File: src/rtl/axi_pkg.sv
// Shared AXI response codes, master FSM state encoding and the response-merge helper.
package axi_pkg;

    localparam logic [1:0] RESP_OKAY   = 2'b00;
    localparam logic [1:0] RESP_EXOKAY = 2'b01;
    localparam logic [1:0] RESP_SLVERR = 2'b10;
    localparam logic [1:0] RESP_DECERR = 2'b11;

    typedef enum logic [2:0] {
        IDLE,
        WR_REQ,
        WR_RESP,
        RD_REQ,
        RD_RESP,
        DONE
    } state_t;

    // A response whose ID or framing does not match the outstanding request is reported as SLVERR.
    function automatic logic [1:0] resp_check(input logic [1:0] resp, input logic beat_ok);
        return beat_ok ? resp : RESP_SLVERR;
    endfunction

endpackage

File: src/rtl/axi_timeout_cnt.sv
// Response wait counter: counts while enabled and flags expiry on the last allowed cycle.
module axi_timeout_cnt #(
    parameter int TIMEOUT = 256
) (
    input  logic clk,
    input  logic rst_n,
    input  logic clear,
    input  logic enable,
    output logic expired
);

    localparam int CW = (TIMEOUT > 1) ? $clog2(TIMEOUT) : 1;

    logic [CW-1:0] count;

    always_ff @(posedge clk or negedge rst_n) begin
        if (!rst_n) begin
            count <= '0;
        end else if (clear) begin
            count <= '0;
        end else if (enable) begin
            count <= count + CW'(1);
        end
    end

    assign expired = enable && (count == CW'(TIMEOUT - 1));

endmodule

File: src/rtl/axi_master.sv
// Single-outstanding, single-beat AXI master that turns one command into one write or read
// transaction and reports completion, slave response or timeout with a one-cycle pulse.
//
// state   | meaning
// IDLE    | cmd_ready high, waiting for a command
// WR_REQ  | AW and W offered, each dropped after its own handshake
// WR_RESP | BREADY high, waiting for B or timeout
// RD_REQ  | AR offered until ARREADY
// RD_RESP | RREADY high, waiting for R or timeout
// DONE    | rsp_valid pulse, back to IDLE
module axi_master
    import axi_pkg::*;
#(
    parameter int ADDR_W  = 32,
    parameter int DATA_W  = 64,
    parameter int ID_W    = 4,
    parameter int TIMEOUT = 256
) (
    input  logic                ACLK,
    input  logic                ARESETn,
    input  logic                cmd_valid,
    output logic                cmd_ready,
    input  logic                cmd_wr,
    input  logic [ADDR_W-1:0]   cmd_addr,
    input  logic [DATA_W-1:0]   cmd_wdata,
    input  logic [ID_W-1:0]     cmd_id,
    output logic                rsp_valid,
    output logic [DATA_W-1:0]   rsp_rdata,
    output logic [1:0]          rsp_resp,
    output logic                rsp_timeout,
    output logic                AWVALID,
    input  logic                AWREADY,
    output logic [ADDR_W-1:0]   AWADDR,
    output logic [ID_W-1:0]     AWID,
    output logic                WVALID,
    input  logic                WREADY,
    output logic [DATA_W-1:0]   WDATA,
    output logic [DATA_W/8-1:0] WSTRB,
    output logic                WLAST,
    input  logic                BVALID,
    output logic                BREADY,
    input  logic [ID_W-1:0]     BID,
    input  logic [1:0]          BRESP,
    output logic                ARVALID,
    input  logic                ARREADY,
    output logic [ADDR_W-1:0]   ARADDR,
    output logic [ID_W-1:0]     ARID,
    input  logic                RVALID,
    output logic                RREADY,
    input  logic [DATA_W-1:0]   RDATA,
    input  logic [ID_W-1:0]     RID,
    input  logic [1:0]          RRESP,
    input  logic                RLAST
);

    state_t              state;
    logic [ADDR_W-1:0]   addr_q;
    logic [ID_W-1:0]     id_q;
    logic                in_resp;
    logic                expired;

    assign in_resp = (state == WR_RESP) || (state == RD_RESP);

    // Held in clear outside the response states, so every response wait starts from zero.
    axi_timeout_cnt #(.TIMEOUT(TIMEOUT)) u_timeout_cnt (
        .clk     (ACLK),
        .rst_n   (ARESETn),
        .clear   (!in_resp),
        .enable  (in_resp),
        .expired (expired)
    );

    assign AWADDR = addr_q;
    assign ARADDR = addr_q;
    assign AWID   = id_q;
    assign ARID   = id_q;
    assign WSTRB  = '1;
    assign WLAST  = 1'b1;

    always_ff @(posedge ACLK or negedge ARESETn) begin
        if (!ARESETn) begin
            state       <= IDLE;
            cmd_ready   <= 1'b0;
            rsp_valid   <= 1'b0;
            rsp_rdata   <= '0;
            rsp_resp    <= RESP_OKAY;
            rsp_timeout <= 1'b0;
            AWVALID     <= 1'b0;
            WVALID      <= 1'b0;
            BREADY      <= 1'b0;
            ARVALID     <= 1'b0;
            RREADY      <= 1'b0;
            addr_q      <= '0;
            WDATA       <= '0;
            id_q        <= '0;
        end else begin
            rsp_valid <= 1'b0;
            case (state)
                IDLE: begin
                    cmd_ready <= 1'b1;
                    if (cmd_valid && cmd_ready) begin
                        cmd_ready   <= 1'b0;
                        addr_q      <= cmd_addr;
                        WDATA       <= cmd_wdata;
                        id_q        <= cmd_id;
                        rsp_rdata   <= '0;
                        rsp_resp    <= RESP_OKAY;
                        rsp_timeout <= 1'b0;
                        if (cmd_wr) begin
                            state   <= WR_REQ;
                            AWVALID <= 1'b1;
                            WVALID  <= 1'b1;
                        end else begin
                            state   <= RD_REQ;
                            ARVALID <= 1'b1;
                        end
                    end
                end
                WR_REQ: begin
                    AWVALID <= AWVALID && !AWREADY;
                    WVALID  <= WVALID && !WREADY;
                    if ((!AWVALID || AWREADY) && (!WVALID || WREADY)) begin
                        state  <= WR_RESP;
                        BREADY <= 1'b1;
                    end
                end
                WR_RESP: begin
                    if (BVALID) begin
                        rsp_resp  <= resp_check(BRESP, BID == id_q);
                        state     <= DONE;
                        BREADY    <= 1'b0;
                        rsp_valid <= 1'b1;
                    end else if (expired) begin
                        rsp_resp    <= RESP_DECERR;
                        rsp_timeout <= 1'b1;
                        state       <= DONE;
                        BREADY      <= 1'b0;
                        rsp_valid   <= 1'b1;
                    end
                end
                RD_REQ: begin
                    if (ARREADY) begin
                        ARVALID <= 1'b0;
                        RREADY  <= 1'b1;
                        state   <= RD_RESP;
                    end
                end
                RD_RESP: begin
                    if (RVALID) begin
                        rsp_rdata <= RDATA;
                        rsp_resp  <= resp_check(RRESP, (RID == id_q) && RLAST);
                        state     <= DONE;
                        RREADY    <= 1'b0;
                        rsp_valid <= 1'b1;
                    end else if (expired) begin
                        rsp_resp    <= RESP_DECERR;
                        rsp_timeout <= 1'b1;
                        state       <= DONE;
                        RREADY      <= 1'b0;
                        rsp_valid   <= 1'b1;
                    end
                end
                DONE: begin
                    state     <= IDLE;
                    cmd_ready <= 1'b1;
                end
                default: state <= IDLE;
            endcase
        end
    end

endmodule

File: config.mk
export PLATFORM = sky130hd
export DESIGN_NAME = axi_master
export DESIGN_NICKNAME = d
export VERILOG_FILES = /design/src/rtl/axi_pkg.sv /design/src/rtl/axi_timeout_cnt.sv /design/src/rtl/axi_master.sv
export SDC_FILE = /design/constraint.sdc
export NUM_CORES = 1
export LEC_CHECK = 0
export CELL_PAD_IN_SITES_DETAIL_PLACEMENT = 0
export CELL_PAD_IN_SITES_GLOBAL_PLACEMENT = 2
export CORE_UTILIZATION = 22
export CTS_CLUSTER_DIAMETER = 150
export DETAILED_ROUTE_END_ITERATION = 7
export PLACE_DENSITY = 0.76
export SYNTH_ARGS = -nofsm -noshare
export SYNTH_HDL_FRONTEND = slang
export SYNTH_SLANG_ARGS = --single-unit
File: constraint.sdc
create_clock -name ACLK -period 2.1 [get_ports ACLK]
set_clock_uncertainty 0.05 [all_clocks]
set_input_delay 0.42 -clock ACLK [delete_from_list [all_inputs] [get_ports ACLK]]
set_output_delay 0.42 -clock ACLK [all_outputs]
set_load 0.05 [all_outputs]
* Word-level counts from Yosys, hierarchy flattened
Index checks and enable logic that the tools add are counted.
W data, S select, Z words.
** Word-level totals
- Bits of input ports :: 186
- Logic and storage cells :: 109
- Output and inout port bits :: 219
- Register bits :: 185
** Operators by class
- Reduce and logical (&&, ||, !) cells :: 30
- Eq/ne operators :: 18
- Multiplexer cells :: 45
- $add $sub $neg :: 1
** Operators by type and width (number)
- $mux W64 :: 2
- $pmux W64 S2 :: 1
- $mux W1 :: 18
- $mux W3 :: 6
- $ne A2 B2 Y1 const B :: 8
- $pmux W3 S5 :: 1
- $reduce_and A3 Y1 :: 5
- $mux W2 :: 7
- $pmux W1 S2 :: 7
- $reduce_bool A2 Y1 :: 6
- $add A8 B1 Y8 const B :: 1
- $eq A4 B4 Y1 :: 2
- $eq A8 B8 Y1 const B :: 1
- $mux W8 :: 1
- $reduce_and A4 Y1 :: 2
- $eq A3 B2 Y1 const B :: 2
- $eq A3 B3 Y1 const B :: 2
- $logic_and A1 B1 Y1 :: 6
- $ne A3 B3 Y1 const B :: 2
- $pmux W2 S3 :: 1
- $logic_not A1 Y1 :: 4
- $reduce_and A2 Y1 :: 2
- $eq A3 B1 Y1 const B :: 1
- $logic_not A3 Y1 :: 1
- other kinds (3) :: 5

* Depth between registers and ports, before layout
- Depth in word-level cells :: 6
- Mapped depth :: 8
- Mapped depth without buffers :: 5

* Modules after synthesis
Synthesis repeated with hierarchy kept, for this count alone.
** Unflattened totals
- Cells, all modules :: 550
- Area, all modules :: 7604.8 um2
** Modules (own cells, without submodules)
- axi_master :: sequential area each 4429.2 um2, cells each 509, area each 7195.7 um2, times used 1
- axi_timeout_cnt :: sequential area each 200.2 um2, cells each 41, area each 409.1 um2, times used 1

* Worst setup path before layout
Ideal clock, no wire load.
- Path kind :: reg2reg
- Start point :: reg cmd_ready
- End point :: reg rsp_rdata[33]
- Cell stages (with the launch flop) :: 8
- Data required time :: 1918 ps
- Data arrival time :: 1529 ps
- Period minus slack after synthesis :: 1711 ps
- Slack :: 389 ps
- Setup time :: 132 ps
- Cells stage by stage :: dfrtp_1 > nand3b_1 > a2bb2oi_2 > buf_6 > buf_6 > buf_6 > nand2_1 > o21ai_1
** On the way
- Cells in the longest elaborated chain, start to end :: 3
** Ends and longest elaborated chain
- start, declared :: RTL line axi_master.sv:22 : output logic cmd_ready,
- start signal, assigned :: RTL line axi_master.sv:83 : cmd_ready <= 1'b0;
- start signal, assigned :: RTL line axi_master.sv:100 : cmd_ready <= 1'b1;
- start signal, assigned :: RTL line axi_master.sv:102 : cmd_ready <= 1'b0;
- $logic_and A1 B1 Y1 :: RTL line axi_master.sv:101 : if (cmd_valid && cmd_ready) begin
- $ne A2 B2 Y1 (no line)
- $reduce_and A3 Y1 (no line)
- end signal, assigned :: RTL line axi_master.sv:85 : rsp_rdata <= '0;
- end signal, assigned :: RTL line axi_master.sv:106 : rsp_rdata <= '0;
- end signal, assigned :: RTL line axi_master.sv:150 : rsp_rdata <= RDATA;
- end, declared :: RTL line axi_master.sv:28 : output logic [DATA_W-1:0] rsp_rdata,
No other way between the ends.
A chain may end at the register's enable or synchronous reset.

* Final worst setup path
- Start point :: reg WDATA[62]
- End point :: out WDATA[62]
** RTL lines
- start, declared :: RTL line axi_master.sv:37 : output logic [DATA_W-1:0] WDATA,
- start signal, assigned :: RTL line axi_master.sv:104 : WDATA <= cmd_wdata;
No word-level cell between the ends.

==> metrics list <==
- Run status: completed
- Yosys warnings: 0
- Placed insts: between 1.5k and 2k
- Final Hold Violating Endpoints: 0
* Detailed Routing Iterations Pass 1: 4
- In this run the deepest clock path goes through 2 buffers.
- Synthesized flop and latch total: approximately 190
- At the later pin of the worst-skew pair, clock insertion delay measures around 0.44 ns.
- Of the total synthesized cell area, the portion taken by XOR and XNOR cells is 0.01661.
* Final antenna diode count: 0
- Initial standard-cell utilization of the core: 0.2229
- Once layout is complete, the utilization of the core stands at 0.3608.
- The worst hold path belongs to the class register to register.
- Number of global-route vias before repair: around 6.8k
- Die area: ~37,000 µm²
* Setup Viol. Count Final: 0
* Period Utilization, post-route: 0.9758
- Clock-pin slew was measured on the worst setup and hold paths at about 0.070 ns.
- Residual DRC: 0
* Startpoint kind of the worst setup timing path: register
- Sequential cell area: approximately 4600 µm²
- Global-route total usage across every layer: 0.1399
* Number of buffers created by CTS: 17
* Max IR drop VDD: about 0.00098 V
- Row generation in the floorplan step produced just under 70 rows.
- Via count normalized by instance count: between 4 and 5
- Setup TNS after final layout: 0 ns
- Nets@finish: between 1k and 1.5k
* Distinct cell type count of the synthesized netlist: 42
- Post-synthesis adder-cell area fraction: 0.001582
- Final critical-path required period: approximately 2.0 ns
- After global routing the overflow that remains totals 0.
* Area of the core: between 30,000 and 40,000 µm²
- The final-report max-slew violation count came to 0.
- Among all stages on the critical path, the largest delay is contributed by clkdlybuf4s50_1.
- Walking the worst path, the cells encountered are clkdlybuf4s50_1.
- Of the total synthesized cell area, the portion taken by AND, OR, NAND and NOR gates is 0.2425.
- In this run the critical register-to-register path is launched from state[1].
- Number of antenna violations at the first check in global routing: 0
- The mapped netlist covers just under 8000 µm².
- Wire length of the first global-routing pass: approximately 39 mm
* Max Cap Viol: 0
- For this run, the leading register cell type out of synthesis is dfrtp_1.
* CTS tree: yes
- Summed over all cells, the static leakage comes to 6.535 nW.
* Number of buffers inserted to repair setup after CTS: 0
- After detailed routing, the average wire length per cell comes to ~15 µm.
- Number of nets with antenna violations after detailed routing: 0
- Slew HR: 0.6307
* CTS H-tree lvls: 4
- Yosys mapped a number of flops with a built-in enable equal to 0.
- Worst path required time: approximately 1.6 ns
* Dominant combinational cell family by area after synthesis: simple AND/OR/NAND/NOR gates
- Largest stage delay, worst path: about 0.8 ns
- Routability-driven placement finished with a final weighted congestion of 0.7673.
- In the final layout, the share of cells above drive strength 1 is 0.08234.
- At the pin with the least slew margin, the transition time is roughly 0.56 ns.
- The area growth from synthesis to layout is 61.87%.
* Seq/Total Area, Yosys: 0.5854
- For this run, the top clock speed supported by timing is just under 500 MHz.
* Worst Path Class, Setup: register to output pin
- The worst hold path begins at u_timeout_cnt.count[0].
* Final non-filler cell total: 1,724
- For this design, the sink count on the clock tree is 185.
- A synthesized cell averages about 9.0 µm².
- Proportion of synthesized area in mux cells: 0
- The routed layout has 6,942 vias.
- Critical path fanouts, max: 2
* Hold Slack: 0.4054 ns
- The die is approximately 190 µm tall.
- Data arrives at the worst endpoint at around 1.6 ns.
* Compound-Gate Fraction of Synth Area: 0.06565
- For this block, the routed nets add up to approximately 26 mm of wire.
- Setup repair after global routing left no endpoint under its margin.
- slightly above 400 I/O pins were placed.
- Width of the die: ~190 µm
- Entering global routing, the biggest net connects 65 pins.
- Total buffers and inverters traversed by the critical path: 1
* Number of port buffers: 395
- DP Wirelength: around 20 mm
- Number of DRC violations after detailed-routing iteration 0: ~210
* Library cell used as clock root buffer: clkbuf_16
* Proportion of synthesized flip-flops having asynchronous set or reset: 1.000
- Tracing the worst setup path back leads to its startpoint at WDATA[62].
- Counting the fill cells in the layout gives approximately 3.7k.
- The multi-input combinational cells in the finished layout cover a total of 2643 µm².
- Top Family by Delay on Critical Path: buffers and inverters
- Type of destination of the critical path: output pin
* Cell count after synthesis: about 880
* Power per cell area: between 1500 and 2000 nW/µm²
-- layout make-up --
| class | count | area share |
|---|---|---|
| sequential | 185 | 0.3616 |
| multi-input combinational | 604 | 0.2064 |
| clock inverter | 13 | 0.01847 |
| timing repair buffer | 435 | 0.3318 |
| clock buffer | 19 | 0.03460 |
| inverter | 7 | 0.002052 |
| tap | 461 | 0.04505 |
-- path summary, 6_finish.rpt --
kind,endpoint,slack (ns),cells past startpoint
setup / recovery,WDATA[62],0.05,1
hold / removal,u_timeout_cnt.count[0],0.41,1
setup reg to reg,rsp_resp[1],0.36,5
hold reg to reg,u_timeout_cnt.count[0],0.41,1
max in group asynchronous,WDATA[36],0.94,3
min in group asynchronous,rsp_rdata[27],0.45,2
-- registers in the layout, indices dropped and copies added, names as in the netlist --
name / count
ARADDR: 32
ARVALID: 1
AWVALID: 1
RREADY: 1
rsp_resp: 2
rsp_rdata: 64
rsp_valid: 1
cmd_ready: 1
ARID: 4
BREADY: 1
state: 3
WVALID: 1
u_timeout_cnt.count: 8
rsp_timeout: 1
WDATA: 64
-- stage by stage --
stage	cell area (µm²)	setup WS [ns]	power [W]
floorplan	7939	0.3892	0.01494
global placement	12310	0.1071	0.01960
detailed placement	12310	0.06364	0.01968
CTS	12780	0.001480	0.02252
global route	12800	0.002386	0.02344
finish	12800	0.05075	0.02217
-- power breakdown --
part           internal [W]  switching, W  leakage (nW)
combinational       0.00345       0.00904          3.80
clock               0.00228       0.00149         0.329
sequential          0.00499      0.000911          2.41
-- kinds of logic (layout without fill, tap and decap cells) --
logic type	Yosys count	after routing
AOI/OAI and AO/OA	92	92
xor gates and xnor gates	15	15
adders and majority gates	1	1
buffers and inverters	100	474
DFF	185	185
other	1	9
and+or+nand+nor	487	487
-- cell usage after synthesis, types with 4 or more instances --
| cell | n | share of area |
|---|---|---|
| nand3_1 | 6 | 0.0038 |
| a21oi_1 | 6 | 0.0038 |
| o21a_1 | 4 | 0.0038 |
| inv_1 | 7 | 0.0033 |
| nand2b_1 | 4 | 0.0032 |
| buf_4 | 54 | 0.051 |
| nor2_1 | 18 | 0.0085 |
| buf_2 | 15 | 0.0095 |
| xor2_1 | 12 | 0.013 |
| dfrtp_1 | 185 | 0.59 |
| o21ai_0 | 42 | 0.027 |
| buf_6 | 13 | 0.019 |
| nand2_1 | 437 | 0.21 |
| o21ai_1 | 26 | 0.016 |
| clkbuf_1 | 11 | 0.0052 |
-- metal layers --
layer	part of all wire	routed length, µm	up-vias	GRT usage
li1	-	-	3453	-
met1	0.43	11120	3219	0.1708
met2	0.47	12110	252	0.2259
met3	0.091	2362	18	0.05372
met4	0.010	266	0	0.04487
met5	0	0	-	0
-- what timing repair did --
| action | in CTS | in global routing |
|---|---|---|
| endpoints found under the setup margin | 176 | 8 |
| hold buffers | 1 | 0 |
| hold endpoints to repair | 39 | 0 |
| pin swaps | 0 | 0 |
| resized for setup | 176 | 8 |
-- cells in the final DEF (no fill, tap or decap), types with 6 or more instances in the layout --
| cell | Yosys | final |
|---|---|---|
| a21oi_1 | 6 | 6 |
| buf_12 | 0 | 20 |
| buf_4 | 54 | 44 |
| bufinv_16 | 0 | 6 |
| clkbuf_16 | 0 | 17 |
| clkdlybuf4s50_1 | 0 | 185 |
| conb_1 | 1 | 9 |
| dfrtp_1 | 185 | 185 |
| dlygate4sd2_1 | 0 | 176 |
| dlymetal6s2s_1 | 0 | 8 |
| inv_1 | 7 | 7 |
| nand2_1 | 437 | 437 |
| nand3_1 | 6 | 6 |
| nor2_1 | 18 | 17 |
| o21ai_0 | 42 | 42 |
| o21ai_1 | 26 | 26 |
| xor2_1 | 12 | 12 |
No activity file was read; power rests on OpenSTA's default activity.
